==> src/rtl/sel_decoder.sv <==
// rtl/sel_decoder.sv - registered code-to-one-hot select decoder with optional sweep FSM
//
// Optional feature: define SEL_DECODER_SWEEP_EN to build the IDLE/SWEEP/DONE
// sweep FSM and its counter. Without it, sweep_start is ignored, busy and
// sweep_done stay 0, and only the plain decode path exists.
//
// Ports:
//   clk          rising-edge clock for all state
//   reset        synchronous, active-high reset
//   en           decode request for code
//   code         index to decode (CODE_W bits)
//   sweep_start  request a one-hot walk over all NUM_SEL selects
//   selection    registered one-hot select, or all-zero
//   sel_valid    selection holds a valid one-hot value
//   out_of_range last accepted code was >= NUM_SEL
//   busy         sweep in progress
//   sweep_done   one-cycle pulse after the last sweep select
module sel_decoder #(
  parameter int CODE_W  = 5,
  parameter int NUM_SEL = 32
) (
  input  logic               clk,
  input  logic               reset,
  input  logic               en,
  input  logic [CODE_W-1:0]  code,
  input  logic               sweep_start,
  output logic [NUM_SEL-1:0] selection,
  output logic               sel_valid,
  output logic               out_of_range,
  output logic               busy,
  output logic               sweep_done
);

  function automatic logic [NUM_SEL-1:0] onehot(input logic [CODE_W-1:0] idx);
    logic [NUM_SEL-1:0] v;
    v = '0;
    for (int i = 0; i < NUM_SEL; i++) begin
      v[i] = (32'(idx) == i);
    end
    return v;
  endfunction

  // Plain decode of the current request; used directly from IDLE.
  logic               in_range;
  logic [NUM_SEL-1:0] dec_sel;
  logic               dec_valid;
  logic               dec_oor;

  assign in_range = (32'(code) < NUM_SEL);

  always_comb begin
    dec_sel   = '0;
    dec_valid = 1'b0;
    dec_oor   = 1'b0;
    if (en) begin
      if (in_range) begin
        dec_sel   = onehot(code);
        dec_valid = 1'b1;
      end else begin
        dec_oor = 1'b1;
      end
    end
  end

  // Next values of the output registers.
  logic [NUM_SEL-1:0] sel_nxt;
  logic               valid_nxt;
  logic               oor_nxt;
  logic               busy_nxt;
  logic               done_nxt;

`ifdef SEL_DECODER_SWEEP_EN

  typedef enum logic [1:0] {
    IDLE  = 2'd0,
    SWEEP = 2'd1,
    DONE  = 2'd2
  } state_t;

  localparam logic [CODE_W-1:0] LAST = CODE_W'(NUM_SEL - 1);

  state_t            state;
  state_t            state_nxt;
  logic [CODE_W-1:0] cnt;
  logic [CODE_W-1:0] cnt_nxt;

  always_ff @(posedge clk) begin
    if (reset) begin
      state <= IDLE;
      cnt   <= '0;
    end else begin
      state <= state_nxt;
      cnt   <= cnt_nxt;
    end
  end

  always_comb begin
    state_nxt = state;
    cnt_nxt   = cnt;
    sel_nxt   = '0;
    valid_nxt = 1'b0;
    oor_nxt   = 1'b0;
    busy_nxt  = 1'b0;
    done_nxt  = 1'b0;
    case (state)
      IDLE: begin
        // A sweep request beats a decode request in the same cycle.
        if (sweep_start) begin
          state_nxt = SWEEP;
          cnt_nxt   = '0;
          sel_nxt   = onehot('0);
          valid_nxt = 1'b1;
          busy_nxt  = 1'b1;
        end else begin
          sel_nxt   = dec_sel;
          valid_nxt = dec_valid;
          oor_nxt   = dec_oor;
        end
      end
      SWEEP: begin
        // en and sweep_start are deliberately not looked at here.
        if (cnt == LAST) begin
          state_nxt = DONE;
          done_nxt  = 1'b1;
        end else begin
          cnt_nxt   = cnt + CODE_W'(1);
          sel_nxt   = onehot(cnt + CODE_W'(1));
          valid_nxt = 1'b1;
          busy_nxt  = 1'b1;
        end
      end
      DONE: begin
        state_nxt = IDLE;
      end
      default: begin
        state_nxt = IDLE;
        cnt_nxt   = '0;
      end
    endcase
  end

`else

  logic unused_sweep_start;
  assign unused_sweep_start = sweep_start;

  always_comb begin
    sel_nxt   = dec_sel;
    valid_nxt = dec_valid;
    oor_nxt   = dec_oor;
    busy_nxt  = 1'b0;
    done_nxt  = 1'b0;
  end

`endif

  always_ff @(posedge clk) begin
    if (reset) begin
      selection    <= '0;
      sel_valid    <= 1'b0;
      out_of_range <= 1'b0;
      busy         <= 1'b0;
      sweep_done   <= 1'b0;
    end else begin
      selection    <= sel_nxt;
      sel_valid    <= valid_nxt;
      out_of_range <= oor_nxt;
      busy         <= busy_nxt;
      sweep_done   <= done_nxt;
    end
  end

endmodule

==> config.mk <==
export PLATFORM = sky130hd
export DESIGN_NAME = sel_decoder
export DESIGN_NICKNAME = d
export VERILOG_FILES = /design/src/rtl/sel_decoder.sv
export SDC_FILE = /design/constraint.sdc
export NUM_CORES = 1
export LEC_CHECK = 0
export BUFFER_PORTS_ARGS = -buffer_cell sky130_fd_sc_hd__buf_2
export CAP_MARGIN = 25
export CORE_ASPECT_RATIO = 1.1
export CORE_MARGIN = 8
export CORE_UTILIZATION = 52
export CTS_BUF_LIST = sky130_fd_sc_hd__clkbuf_8
export DETAILED_ROUTE_END_ITERATION = 10
export HOLD_SLACK_MARGIN = 0.08
export PLACE_DENSITY_LB_ADDON = 0.08
export SYNTH_ARGS = -nofsm -noshare
export SYNTH_HDL_FRONTEND = slang
export SYNTH_SLANG_ARGS = --single-unit
==> constraint.sdc <==
create_clock -name clk -period 1.65 [get_ports clk]
set_input_delay 0.165 -clock clk [delete_from_list [all_inputs] [get_ports clk]]
set_output_delay 0.165 -clock clk [all_outputs]
set_load 0.03 [all_outputs]
Word level (Yosys, flattened, before mapping)
Cells that the tools add are included.

Register bits: 33. Bits in latches: 0. Bits in writable memories: 0. Memory bits (read-only): 0. Input port bits: 9. Output and inout bits: 36. Word-level logic and storage cells: 37. Memories kept: 0.

$add $sub $neg: 0. Multiply operators: 0. Divide/modulo/power cells: 0. $lt $le $gt $ge: 0. Equal/unequal tests: 31. Shift operators: 0. Multiplexer cells: 1. Bitwise logic cells: 1. Reduce and logical (&&, ||, !) cells: 2.

Operators with widths (number): $eq A5 B5 Y1 const B (16); $eq A5 B4 Y1 const B (8); $eq A5 B3 Y1 const B (4); $eq A5 B2 Y1 const B (2); $eq A5 B1 Y1 const B (1); $logic_not A5 Y1 (1); $reduce_or A2 Y1 (1); $mux W1 (1); $not A1 Y1 (1).

Longest topological paths before layout
Gate-level depths: netlist (run 1).

Depth in word-level cells: 2. Gate-level depth with buffers: 3. Depth with buffers taken out: 2.

Worst setup path after synthesis (run 1)
OpenSTA, ideal clock, no wires.

Path type: input-to-reg. Start point: input port code[3]. End point: register selection[5]. Library setup time: 87 ps. Data arrival time: 862 ps. Data required time: 1563 ps. Slack: 701 ps. Stages: 3. Buffers on the path: 1. Cell sequence: or3b_1 buf_2 nor4b_2.

Cells in the longest elaborated chain, start to end: 1.

RTL lines: start, declared (line 25) `input logic [CODE_W-1:0] code,`; $eq A5 B3 Y1 (line 38) `v[i] = (32'(idx) == i);`; end signal, assigned (line 165) `selection <= sel_nxt;`; end, declared (line 27) `output logic [NUM_SEL-1:0] selection,`.

No other way between the ends. A chain may end at the register's enable or synchronous reset.

Final worst setup path (run 1)
Start point: register selection[2]. End point: output port selection[2].

No word-level cell between the ends.

==> flow_summary.yaml, run 1 <==
outcome:
  outcome: "completed"
cts:
  ctsRootBufferMaster: "clkbuf_8"
  cts_setup_buffers: 0
  cts_buffer_depth: 2
  clock-sinks: 33
  clk_pin_slew_worst_paths_ns: 0.06
  cts_tree: "built"
  ctsHoldBuffers: 0
  htree_levels: 2
  cts_buffers: 5
  post_cts_resized: 0
synthesis:
  avgSynthCellArea_sq_um: 11.17
  netlist_area_sq_um: 1072
  ys_seq_area_frac: 0.6161
  synthCells: 96
  yosysWarnings: 0
  ys_ff_latch: 33
  synth.distinct_cells: 20
worst_hold_path:
  min_path_type: "input port to flip-flop"
  whs_path_depth: 2
  min-delay-start: "reset"
  min_to: "sel_valid"
detailed_routing:
  drtIter0Drc: 5
  post-route-drc-count: 0
  dr_total_vias: 781
  totalWireLength_microns: 2177
  viasPerCell: 4.762
  wire_per_inst_microns: 13.27
  dr.pass1.iters: 4
  drtAntennaViolNets: 0
pwr:
  p_leak_nw: 0.5954
  p_per_area_nw_per_um2: 1078
  peakVddDrop_uv: 765.1
place:
  place.detailed.hpwl_microns: 1565
  place.gp.congestion: 0.7098
  place_ws_ns: 0.4050
  io_buffers: 40
critical_path:
  startpoint_type: "flip-flop"
  critical_path.cell_chain: "buf_2"
  required_ns: 1.48
  crit_slowest_cell: "dfxtp_1"
  endpoint_kind: "output pin"
  cp_num_buf_inv: 1
  crit_fanout: 1
  critical_path_arrival_ns: 0.79
  setup.worst_path.class: "flip-flop to output pin"
  cpPeakStageDelay_ns: 0.32
  cp_top_family: "flip-flops"
timing:
  worst_slack_ns: 0.6986
  setup-tns-final_ns: 0
  period_needed_ns: 0.9514
  slew_viol_final: 0
  finalHoldViolations: 0
  setup_viol: 0
  rsz0062_at_grt: "no"
  post-route-period-util: 0.5766
  fmax_ghz: 1.051
global_routing:
  grt-ovfl-total: 0
  grt_max_degree: 19
  grt_pass1_wl_microns: 3519
  grt_pass1_vias: 807
  grtUsageTotal: 0.1217
  antenna_found_initial: 0
die:
  std_cell_rows: 17
  die_w_microns: 59.30
  initial_core_util: 0.5421
  die_h_microns: 63.63
  die_area_sq_um: 3773
  coreArea_sq_um: 1978
  pin_count: 45
final_layout:
  antenna_cells: 0
  layout_commonest_cell: "buf_2"
  final_cell_mix: "40 x buf_2, 33 x dfxtp_1, 20 x nor2_1"
  syn_to_final_growth_pct: 24.62
  drive_above_1_share: 0.3897
  fin_nets: 144
flow_run:
  drv_cap: 0
[registers in the layout (all words and copies together), names as in the netlist]
| register | count |
|---|---|
| sel_valid | 1 |
| selection | 32 |
[kinds of logic after synthesis]
logic type / Yosys count / synth area share
other: 1 / 0.003497
AND/OR/NAND/NOR: 52 / 0.3232
buffers and inverters: 10 / 0.05718
flip-flops: 33 / 0.6161
[per-stage QoR]
stage	cells	hold slack, ns	util	power (mW)	area [sq um]
after CTS	164	0.08446	0.6755	1.458	1336
final	164	0.09404	0.6755	1.440	1336
after floorplan	98	0.2366	-	0.8984	1080
after detailed placement	156	0.3863	0.6338	0.9162	1254
after global routing	164	0.09212	0.6755	1.494	1336
after global placement	156	0.3659	0.6338	0.9140	1254
[power by group]
part,internal (mW),switching [mW]
registers,0.803,0.00121
logic,0.0251,0.0702
clock network,0.285,0.256
total,1.11,0.327
[layer usage]
layer | up-vias | wire, microns | GRT usage
li1 | 401 | - | -
met1 | 341 | 903 | 0.1291
met2 | 33 | 971 | 0.1797
met3 | 6 | 255 | 0.07099
met4 | 0 | 46 | 0.07186
met5 | - | 0 | 0
[area by class of cell]
cell class                 count  area [sq um]
fill                         184         641.9
clock buffer                   5         68.82
sequential                    33         660.6
timing repair buffer          40         200.2
tap                           28         35.03
clock inverter                 3         13.76
multi-input combinational     55         357.8
[cell usage after synthesis]
library cell	n	area [sq um]
conb_1	1	3.750
or4_1	1	7.510
nor4b_2	2	30.03
buf_2	4	20.02
nand4_1	1	6.260
nand4bb_1	3	33.78
nor4_1	4	25.02
or4b_1	2	20.02
nand2_1	3	11.26
dfxtp_1	33	660.6
nor2b_1	1	6.260
nand4b_1	3	26.28
nor3_1	2	10.01
buf_4	5	37.54
nor2_1	20	75.07
nand3b_1	2	15.01
nor4_2	4	50.05
clkbuf_1	1	3.750
nand2b_1	2	12.51
or3b_1	2	17.52
[worst max-delay path by stage]
stage / startpoint / to / slack (ns) / cells after the start
2_1_floorplan: code[3] / selection[5] / 0.70 / 3
3_3_place_gp: code[3] / selection[5] / 0.45 / 3
3_5_place_dp: code[3] / selection[5] / 0.41 / 3
4_1_cts: selection[2] / selection[2] / 0.68 / 1
5_1_grt: code[3] / selection[5] / 0.65 / 3
6_report: selection[2] / selection[2] / 0.70 / 1
No activity file was read; power rests on OpenSTA's default activity.
==> inputs of run 2 (changes only) <==
--- a/config.mk
+++ b/config.mk
@@ -9,7 +9,7 @@
 export CAP_MARGIN = 25
 export CORE_ASPECT_RATIO = 1.1
 export CORE_MARGIN = 8
-export CORE_UTILIZATION = 52
+export CORE_UTILIZATION = 48
 export CTS_BUF_LIST = sky130_fd_sc_hd__clkbuf_8
 export DETAILED_ROUTE_END_ITERATION = 10
 export HOLD_SLACK_MARGIN = 0.08
==> constraint.sdc (replaced) <==
create_clock -name clk -period 0.9 [get_ports clk]
set_input_delay 0.09 -clock clk [delete_from_list [all_inputs] [get_ports clk]]
set_output_delay 0.09 -clock clk [all_outputs]
set_load 0.03 [all_outputs]
==> flow_summary.yaml, run 2 (same netlist as run 1, synthesis figures left out) <==
final_layout:
  layout_commonest_cell: "buf_2"
  antenna_cells: 0
  reg_top3: "selection: 32 flops, sel_valid: 1 flops"
  multiInputGateArea_sq_um: 357.8
  largest_reg_flops: 32
  max_flop_register: "selection"
  drive_above_1_share: 0.4286
  seqCellArea_sq_um: 660.6
  final_cell_mix: "35 x buf_2, 33 x dfxtp_1, 20 x nor2_1"
  fin_nets: 157
  finalNonFillerCells: 177
  num-fill-cells: 190
  syn_to_final_growth_pct: 34.77
place:
  dp.cells: 169
  io_buffers: 40
  place.detailed.hpwl_microns: 1703
  place.gp.congestion: 0.7624
cts:
  cts_buffer_depth: 2
  htree_levels: 2
  cts_buffers: 5
  ctsRootBufferMaster: "clkbuf_8"
  cts_setup_buffers: 0
  clk_pin_slew_worst_paths_ns: 0.06
  cts_tree: "built"
  clock-sinks: 33
critical_path:
  crit_fanout: 1
  critical_path.cell_chain: "buf_2"
  cp_num_buf_inv: 1
  endpoint_kind: "output pin"
  required_ns: 0.81
  critical_path_arrival_ns: 0.77
  cp_top_family: "flip-flops"
  startpoint_type: "flip-flop"
  setup.worst_path.class: "flip-flop to output pin"
  cpPeakStageDelay_ns: 0.31
  crit_slowest_cell: "dfxtp_1"
detailed_routing:
  drtIter0Drc: 13
  viasPerCell: 4.616
  totalWireLength_microns: 2343
  post-route-drc-count: 0
  dr.pass1.iters: 2
  wire_per_inst_microns: 13.24
  drtAntennaViolNets: 0
  dr_total_vias: 817
global_routing:
  grt_pass1_vias: 858
  grtUsageTotal: 0.1280
  grt_pass1_wl_microns: 3822
  grt-ovfl-total: 0
  grt_max_degree: 15
  antenna_found_initial: 0
timing:
  finalHoldViolations: 0
  rsz0062_at_grt: "no"
  setup_viol: 0
  slew_viol_final: 0
  post-route-period-util: 0.9609
  fmax_ghz: 1.156
  period_needed_ns: 0.8648
die:
  die_h_microns: 65.57
  std_cell_rows: 18
  die_w_microns: 61.07
  initial_core_util: 0.4908
  die_area_sq_um: 4004
  coreArea_sq_um: 2185
  pin_count: 45
pwr:
  p_per_area_nw_per_um2: 1836
  p_leak_nw: 0.6442
  total_power_mw: 2.653
  peakVddDrop_uv: 1622
worst_hold_path:
  min_path_type: "input port to flip-flop"
outcome:
  outcome: "completed"
flow_run:
  drv_cap: 0
-- run 2: tightest hold or removal path: cells and delay by family --
family        cells  cell delay, ns
simple gates      2            0.18
buf+inv           1            0.11
-- run 2: path summary, 6_finish.rpt --
path / from / end / slack (ns) / depth (start not counted)
worst max-delay path: selection[14] / selection[14] / 0.04 / 1
worst min-delay path: code[4] / selection[9] / 0.15 / 3
-- run 2: power by group --
group | internal, mW | switching (mW)
combinational | 0.0818 | 0.136
clock | 0.507 | 0.454
sequential | 1.47 | 0.00227
-- run 2: layer usage --
layer / share of wire / vias to the layer above / track usage
li1: - / 422 / -
met1: 0.38 / 369 / 0.1271
met2: 0.52 / 21 / 0.2160
met4: 0.017 / 0 / 0.06122
met5: 0 / - / 0
met3: 0.076 / 5 / 0.06055
-- run 2: stage by stage --
stage	utilization	setup slack (ns)	setup TNS (ns)	hold slack [ns]	instance area, sq um
2_1_floorplan	-	0.02593	0	0.1616	1080
3_3_place_gp	0.6128	-0.1633	-2.029	0.2917	1339
3_5_place_dp	0.6128	-0.1727	-2.372	0.2955	1339
4_1_cts	0.6558	0.009669	0	0.1430	1433
5_1_grt	0.6615	0.001250	0	0.1608	1445
6_report	0.6615	0.03520	0	0.1501	1445
-- run 2: what timing repair did --
action	in CTS	in global routing
hold buffers	2	0
hold endpoints to repair	1	0
setup endpoints to repair	0	5
resized for setup	0	7
-- run 2: cell type report --
type                            instances  area share
Clock inverter                          1    0.003463
Sequential cell                        33      0.4571
Multi-Input combinational cell         55      0.2476
Timing Repair Buffer                   53      0.2182
Tap cell                               30     0.02597
Clock buffer                            5     0.04762
==> inputs of run 3 (changes only) <==
--- a/config.mk
+++ b/config.mk
@@ -8,7 +8,6 @@
 export BUFFER_PORTS_ARGS = -buffer_cell sky130_fd_sc_hd__buf_2
 export CAP_MARGIN = 25
 export CORE_ASPECT_RATIO = 1.1
-export CORE_MARGIN = 8
 export CORE_UTILIZATION = 48
 export CTS_BUF_LIST = sky130_fd_sc_hd__clkbuf_8
 export DETAILED_ROUTE_END_ITERATION = 10
==> flow_summary.yaml, run 3 (same netlist as run 1, synthesis figures left out) <==
outcome:
  outcome: "completed"
detailed_routing:
  totalWireLength_microns: 1901
  post-route-drc-count: 0
  wire_per_inst_microns: 10.80
  drtIter0Drc: 3
  dr.pass1.iters: 4
  dr_total_vias: 853
  viasPerCell: 4.847
  drtAntennaViolNets: 0
critical_path:
  critical_path_arrival_ns: 0.78
  critical_path.cell_chain: "buf_2"
  crit_slowest_cell: "dfxtp_1"
  endpoint_kind: "output pin"
  path_depth: 1
  setup.worst_path.class: "flip-flop to output pin"
  cp_num_buf_inv: 1
  startpoint_type: "flip-flop"
  cpPeakStageDelay_ns: 0.31
  cp_top_family: "flip-flops"
  crit_fanout: 1
  required_ns: 0.81
worst_hold_path:
  min_path_type: "input port to flip-flop"
  whs_path_depth: 3
global_routing:
  grt-ovfl-total: 0
  antenna_found_initial: 0
  grt_pass1_wl_microns: 2932
  grt_pass1_vias: 685
  grtUsageTotal: 0.1758
  grt_max_degree: 12
final_layout:
  drive_above_1_share: 0.4324
  fin_nets: 157
  largest_reg_flops: 32
  final_util: 0.7016
  max_flop_register: "selection"
  final_cell_mix: "37 x buf_2, 33 x dfxtp_1, 20 x nor2_1"
  num-fill-cells: 167
  syn_to_final_growth_pct: 35.01
  layout_commonest_cell: "buf_2"
  reg_top3: "selection: 32 flops, sel_valid: 1 flops"
  antenna_cells: 0
timing:
  period_needed_ns: 0.8660
  fmax_ghz: 1.155
  setup-tns-final_ns: 0
  slew_viol_final: 0
  finalHoldViolations: 0
  rsz0062_at_grt: "no"
  setup_viol: 0
  post-route-period-util: 0.9622
die:
  initial_core_util: 0.5197
  pin_count: 45
  coreArea_sq_um: 2063
  die_area_sq_um: 2427
  std_cell_rows: 17
  die_h_microns: 51.57
  die_w_microns: 47.07
pwr:
  p_leak_nw: 0.6535
  peakVddDrop_uv: 1303
  total_power_mw: 2.735
  p_per_area_nw_per_um2: 1889
cts:
  cts_setup_buffers: 0
  clock-sinks: 33
  cts_buffers: 5
  cts_buffer_depth: 2
  htree_levels: 2
  cts_tree: "built"
  clk_pin_slew_worst_paths_ns: 0.06
  ctsRootBufferMaster: "clkbuf_8"
flow_run:
  drv_cap: 0
place:
  place.gp.congestion: 0.7010
  io_buffers: 40
  place.detailed.hpwl_microns: 1385
run 3: changes by cell type in the layout (fill, tap and decap cells not counted), sizes merged:
cell | previous run | this run
buf | 48 | 49
clkbuf | 8 | 9
clkinv | 1 | 0
dlygate4sd3 | 2 | 1
inv | 0 | 1
run 3: final cells by class:
cell class / instances / area, sq um / share of cell area
Multi-Input combinational cell: 55 / 357.8 / 0.2472
Clock inverter: 1 / 3.754 / 0.002593
Timing Repair Buffer: 53 / 307.8 / 0.2126
Clock buffer: 6 / 82.58 / 0.05704
Tap cell: 28 / 35.03 / 0.02420
Sequential cell: 33 / 660.6 / 0.4564
run 3: path summary, 6_finish.rpt:
| path | to | slack [ns] | startpoint |
|---|---|---|---|
| setup / recovery | selection[26] | 0.03 | selection[26] |
| hold / removal | selection[10] | 0.14 | code[0] |
run 3: per-stage QoR:
| stage | setup WS, ns | hold WS, ns | cell area [sq um] | cells |
|---|---|---|---|---|
| 3_3_place_gp | -0.1339 | 0.2929 | 1344 | 168 |
| 6_report | 0.03398 | 0.1400 | 1448 | 176 |
| 5_1_grt | 0.005377 | 0.1459 | 1448 | 176 |
| 4_1_cts | 0.02335 | 0.1340 | 1440 | 176 |
| 2_1_floorplan | 0.02593 | 0.1616 | 1080 | 98 |
| 3_5_place_dp | -0.1752 | 0.3002 | 1344 | 168 |
run 3: routing by layer:
layer | global-route usage | up-vias | wire [microns]
met5 | 0 | - | 0
met2 | 0.2431 | 35 | 870
li1 | - | 427 | -
met4 | 0.1143 | 0 | 42
met3 | 0.06250 | 7 | 117
met1 | 0.2262 | 384 | 869
run 3: power breakdown:
part	total, mW	switching [mW]	internal, mW
sequential	1.47	0.00202	1.47
combinational	0.216	0.135	0.0810
clock	1.05	0.452	0.593
run 3: what timing repair did:
item | CTS | global route
gates resized for setup | 0 | 3
endpoints found under the setup margin | 0 | 3
hold buffers | 1 | 0
endpoints found under the hold margin | 1 | 0
